**config.mk**
```make
export PLATFORM = sky130hd
export DESIGN_NAME = seq_unsigned_divider
export DESIGN_NICKNAME = d
export VERILOG_FILES = /design/src/rtl/arith_pkg.sv /design/src/rtl/seq_div_step.sv /design/src/rtl/seq_unsigned_divider.sv
export SDC_FILE = /design/constraint.sdc
export NUM_CORES = 1
export LEC_CHECK = 0
export ABC_AREA = 0
export CAP_MARGIN = 0
export CORE_UTILIZATION = 50
export CTS_CLUSTER_DIAMETER = 150
export CTS_CLUSTER_SIZE = 40
export DETAILED_ROUTE_END_ITERATION = 10
export PLACE_DENSITY = 0.75
export SETUP_SLACK_MARGIN = 0.1
export SLEW_MARGIN = 25
export SYNTH_ARGS = -nofsm -noshare
export SYNTH_HDL_FRONTEND = slang
export SYNTH_SLANG_ARGS = --single-unit
```
**constraint.sdc**
```tcl
create_clock -name clk -period 2.8 [get_ports clk]
set_input_delay 0.56 -clock clk [delete_from_list [all_inputs] [get_ports clk]]
set_output_delay 0.56 -clock clk [all_outputs]
set_load 0.05 [all_outputs]
```
**src/rtl/arith_pkg.sv**
```systemverilog
// Shared arithmetic package: FSM state encodings and a count-width helper
// used by the sequential multiplier and divider.
package arith_pkg;

  localparam logic [1:0] IDLE = 2'd0;
  localparam logic [1:0] RUN  = 2'd1;
  localparam logic [1:0] DONE = 2'd2;

  // Bits needed to hold values 0..value-1
  function automatic int clog2(input int value);
    int bits;
    int v;
    bits = 0;
    v = value - 1;
    while (v > 0) begin
      bits = bits + 1;
      v = v >> 1;
    end
    return bits;
  endfunction

endpackage

```
**src/rtl/seq_div_step.sv**
```systemverilog
// One restoring-division step: shift in the next dividend bit, trial-subtract
// the divisor, keep the difference if it did not go negative.
module seq_div_step #(
  parameter int WIDTH = 8
) (
  input  logic [WIDTH-1:0] r,
  input  logic             d_bit,
  input  logic [WIDTH-1:0] divisor,
  output logic [WIDTH-1:0] r_next,
  output logic             qbit
);

  logic [WIDTH:0] t;

  // The trial value is W+1 bits wide so a shifted-out MSB still compares correctly
  always_comb begin
    t      = {r, d_bit};
    qbit   = (t >= {1'b0, divisor});
    r_next = qbit ? WIDTH'(t - {1'b0, divisor}) : t[WIDTH-1:0];
  end

endmodule

```
**src/rtl/seq_unsigned_divider.sv**
```systemverilog
// Sequential restoring divider, one quotient bit per clock, start/ready handshake.
// Optional early overflow detection enabled by defining SEQ_DIV_OVF_CHECK_EN.
module seq_unsigned_divider
  import arith_pkg::*;
#(
  parameter int WIDTH = 8
) (
  input  logic                 clk,
  input  logic                 rst,
  input  logic [2*WIDTH-1:0]   ina,
  input  logic [WIDTH-1:0]     inb,
  input  logic                 start,
  output logic [WIDTH-1:0]     quot,
  output logic [WIDTH-1:0]     rem,
  output logic                 ovf,
  output logic                 ready
);

  localparam int CW = clog2(WIDTH + 1);

  logic [1:0]       state;
  logic [CW-1:0]    count;
  logic [WIDTH-1:0] r_q;
  logic [WIDTH-1:0] d_q;
  logic [WIDTH-2:0] q_q;
  logic [WIDTH-1:0] inb_q;
  logic [WIDTH-1:0] r_next;
  logic             qbit;
  logic [WIDTH-1:0] q_next;

  seq_div_step #(.WIDTH(WIDTH)) u_step (
    .r       (r_q),
    .d_bit   (d_q[WIDTH-1]),
    .divisor (inb_q),
    .r_next  (r_next),
    .qbit    (qbit)
  );

  assign q_next = {q_q, qbit};

`ifdef SEQ_DIV_OVF_CHECK_EN
  logic ovf_cond;
  logic ovf_pend;
  assign ovf_cond = (ina[2*WIDTH-1:WIDTH] >= inb);
`else
  assign ovf = 1'b0;
`endif

  // An overflowing start still spends one cycle in RUN so it completes one edge later
  always_ff @(posedge clk) begin
    if (rst) begin
      state <= IDLE;
      count <= '0;
      r_q   <= '0;
      d_q   <= '0;
      q_q   <= '0;
      inb_q <= '0;
      quot  <= '0;
      rem   <= '0;
      ready <= 1'b0;
`ifdef SEQ_DIV_OVF_CHECK_EN
      ovf      <= 1'b0;
      ovf_pend <= 1'b0;
`endif
    end else if (start) begin
      state <= RUN;
      count <= CW'(WIDTH);
      r_q   <= ina[2*WIDTH-1:WIDTH];
      d_q   <= ina[WIDTH-1:0];
      q_q   <= '0;
      inb_q <= inb;
      ready <= 1'b0;
`ifdef SEQ_DIV_OVF_CHECK_EN
      ovf      <= 1'b0;
      ovf_pend <= ovf_cond;
`endif
    end else if (state == RUN) begin
`ifdef SEQ_DIV_OVF_CHECK_EN
      if (ovf_pend) begin
        state    <= DONE;
        count    <= '0;
        ready    <= 1'b1;
        ovf      <= 1'b1;
        ovf_pend <= 1'b0;
        quot     <= '1;
        rem      <= d_q;
      end else
`endif
      begin
        r_q   <= r_next;
        d_q   <= {d_q[WIDTH-2:0], 1'b0};
        q_q   <= q_next[WIDTH-2:0];
        count <= count - CW'(1);
        if (count == CW'(1)) begin
          state <= DONE;
          ready <= 1'b1;
          quot  <= q_next;
          rem   <= r_next;
        end
      end
    end
  end

endmodule

```
==> results.sh <==
export IMPL_die_h_um=71.9
export IMPL_cts_tree="built"
export IMPL_antenna_found_initial=0
export IMPL_fin_nets=371
export IMPL_hold_viol_final=0
export IMPL_period_share_pct=90.5
export IMPL_cp_cell_sequence="inv_1 > ha_1 > a21o_1 > a31o_1 > o221a_1 > or4_1 > buf_4 > mux2_4 > o22ai_2"
export IMPL_synthesis_area_mm2=0.00244
export IMPL_core_area_mm2=0.00472
export IMPL_post_cts_resized=0
export IMPL_worst_pin_slew_ps=498
export IMPL_totalWireLength_um=5050
export IMPL_min_delay_path_depth=2
export IMPL_grt_max_degree=29
export IMPL_ant_nets=0
export IMPL_status="finished clean"
export IMPL_seq_area_frac_synth_pct=43.4
export IMPL_synthCells=291
export IMPL_powerDensity_mw_per_mm2=532
export IMPL_clock_latency_ps=310
export IMPL_vias=2060
export IMPL_grt_overflow=0
export IMPL_fillers=422
export IMPL_p_total_mw=1.62
export IMPL_post_route_cells_drive_above_1_share_pct=6.59
export IMPL_reg2reg_depth=9
export IMPL_synth_main_ff_cell="dfxtp_1"
export IMPL_dieArea_mm2=0.00517
export IMPL_synth_distinct_cells=40
export IMPL_combPwrFrac_pct=22.7
export IMPL_synth_seq_cells=53
export IMPL_synthArstFlopShare_pct=0
export IMPL_swShare_pct=29.7
export IMPL_area_growth_pct=24.6
export IMPL_start_util_pct=51.7
export IMPL_stdcell_count=401
export IMPL_p_int_mw=1.14
export IMPL_grt_pass1_vias=1879
export IMPL_p_seq_share_pct=49.7
export IMPL_hp_start="rem[6]"
export IMPL_p_switching_uw=481
export IMPL_max_vdd_ir_drop_v=0.000276
export IMPL_skew_ps=10.5
export IMPL_static_leakage_power_nw=1.18
export IMPL_postCtsHoldBufs=0
export IMPL_synth_fp_nets=329
export IMPL_crit_path_start_kind="flop"
export IMPL_drc_errors=0
export IMPL_ios=45
export IMPL_dr_pass1_iters=4
export IMPL_setup_viol=0
export IMPL_post_cts_setup_buffers=0
export IMPL_diodes=0
export IMPL_slew_violations=0
export IMPL_portBuffers=43
export IMPL_r2r_end="r_q[1]"
export IMPL_clk_pin_slew_ps=100
export IMPL_dpl_cell_count=393
export IMPL_dp_hpwl_um=3670
export IMPL_required_ps=3050
export IMPL_cts_sinks=53
export IMPL_slew_headroom_pct=66.7
export IMPL_cts_buffer_depth=2
export IMPL_crit_arrival_ps=2780
export IMPL_synth_enable_flop_cells=0
export IMPL_fp_dieW_um=71.9
export IMPL_viasPerCell=5.14
export IMPL_fin_tns_setup_ps=0
export IMPL_path_class="flop to flop"
export IMPL_yosysWarnings=0
export IMPL_root_buffer="clkbuf_8"
export IMPL_grt_pass1_wl_um=8480
export IMPL_syn_avg_cell_area_um2=8.40
export IMPL_whs_ps=452
export IMPL_drtIter0Drc=130
export IMPL_gp_congestion=0.891
export IMPL_fmax_mhz=395
export IMPL_critPathSlowestCell="or4_1"
export IMPL_wl_per_cell_um=12.6
export IMPL_maxCapViolations=0
export IMPL_ctsHtreeMaxLevel=2
export IMPL_crit_path_max_fanout=5
export IMPL_end_kind="flop"
export IMPL_hp_class="flop to flop"
export IMPL_rsz0062_at_grt="false"
export IMPL_whs_endpoint="rem[6]"
export IMPL_max_stage_delay_ps=500
export IMPL_cts_made_buffers=5
export IMPL_period_minus_slack_ps=2530
export IMPL_track_usage_pct=21.2
export IMPL_rows=25
export IMPL_r2r_setup_slack_ps=270
export IMPL_pwr_share_clk_pct=27.6
export IMPL_rr_startpoint="inb_q[4]"
## through the flow
| stage | instance area (um^2) | setup WS (ps) | util (%) |
|---|---|---|---|
| finish | 3040 | 267 | 64.5 |
| global route | 3040 | 122 | 64.5 |
| CTS | 3040 | 257 | 64.5 |
| detailed placement | 2950 | 284 | 62.5 |
| global placement | 2950 | 305 | 62.5 |
| floorplan | 2440 | 395 | - |
## sequential cells by signal, indices dropped and copies added, names as in the netlist
register,flops
count,4
d_q,8
inb_q,8
q_q,7
quot,8
r_q,8
rem,8
state,2
## placed cells by master (no fill, tap or decap), types with 3 or more instances in the layout
master           instances
buf_4                    9
nor2_1                  39
xnor2_1                  3
dfxtp_1                 53
a211oi_1                 6
o21ai_1                  8
nor3_1                   3
nor2b_1                  3
nand2_1                 44
a22o_1                   8
clkdlybuf4s50_1         43
nand2b_1                 4
inv_1                   12
ha_1                    10
o21a_1                   3
o22ai_1                  3
a21oi_1                 34
mux2i_1                 13
xor2_1                   3
clkbuf_8                 5
## kinds of logic (layout without fill, tap and decap cells)
family,count (synthesis),count (layout),share of synthesized area (%)
buffers and inverters,29,72,4.92
other,1,1,0.153
XOR/XNOR,6,6,2.15
adder cells (fa/ha/maj),11,11,5.94
AO/OA/AOI/OAI,74,74,19.3
AND/OR/NAND/NOR,102,102,17.6
multiplexers,15,15,6.55
flip-flops,53,53,43.4
## metal layers
| metal | wire (um) | track usage, % |
|---|---|---|
| met5 | 0 | 0 |
| met2 | 2290 | 32.6 |
| met3 | 203 | 5.69 |
| met4 | 95 | 8.50 |
| met1 | 2460 | 28.4 |
## critical path: cells and delay by family (launching register included)
| family | cells | cell delay (ps) |
|---|---|---|
| DFF | 1 | 340 |
| AOI/OAI and AO/OA | 4 | 800 |
| and+or+nand+nor | 1 | 500 |
| buffers and inverters | 2 | 220 |
| muxes | 1 | 300 |
| adders and majority gates | 1 | 320 |
## cell type report
class	instances	area, um^2	area share (%)
Timing Repair Buffer	52	498	16.4
Multi-Input combinational cell	209	1260	41.5
Inverter	12	45.0	1.48
Sequential cell	53	1060	34.9
Clock buffer	5	68.8	2.26
Clock inverter	3	25.0	0.822
Tap cell	67	83.8	2.75
## worst max-delay path by stage
stage	start	endpoint	cells after the start	slack [ps]
4_1_cts	inb_q[4]	r_q[0]	9	260
5_1_grt	inb_q[4]	r_q[6]	9	120
2_1_floorplan	inb_q[4]	r_q[0]	9	400
3_3_place_gp	inb_q[4]	r_q[1]	9	310
6_report	inb_q[4]	r_q[1]	9	270
3_5_place_dp	inb_q[4]	r_q[0]	9	280
## power by group through the flow
stage	combinational, mW	sequential (mW)	clock [mW]
after floorplan	0.267	0.819	0
after global placement	0.361	0.821	0
after detailed placement	0.366	0.822	0
after CTS	0.368	0.805	0.460
after global routing	0.411	0.810	0.487
final	0.367	0.805	0.448
## Yosys cell counts (4+ instances only)
| cell type | number | area [um^2] |
|---|---|---|
| nand2b_1 | 4 | 25.0 |
| a22o_1 | 8 | 70.1 |
| nor2_1 | 39 | 146 |
| dfxtp_1 | 53 | 1060 |
| nand2_1 | 44 | 165 |
| clkbuf_1 | 15 | 56.3 |
| mux2i_1 | 13 | 130 |
| a21oi_1 | 34 | 170 |
| inv_1 | 12 | 45.0 |
| a211oi_1 | 6 | 45.0 |
| ha_1 | 10 | 125 |
| o21ai_1 | 8 | 40.0 |
(Power assumes the default switching activity.)
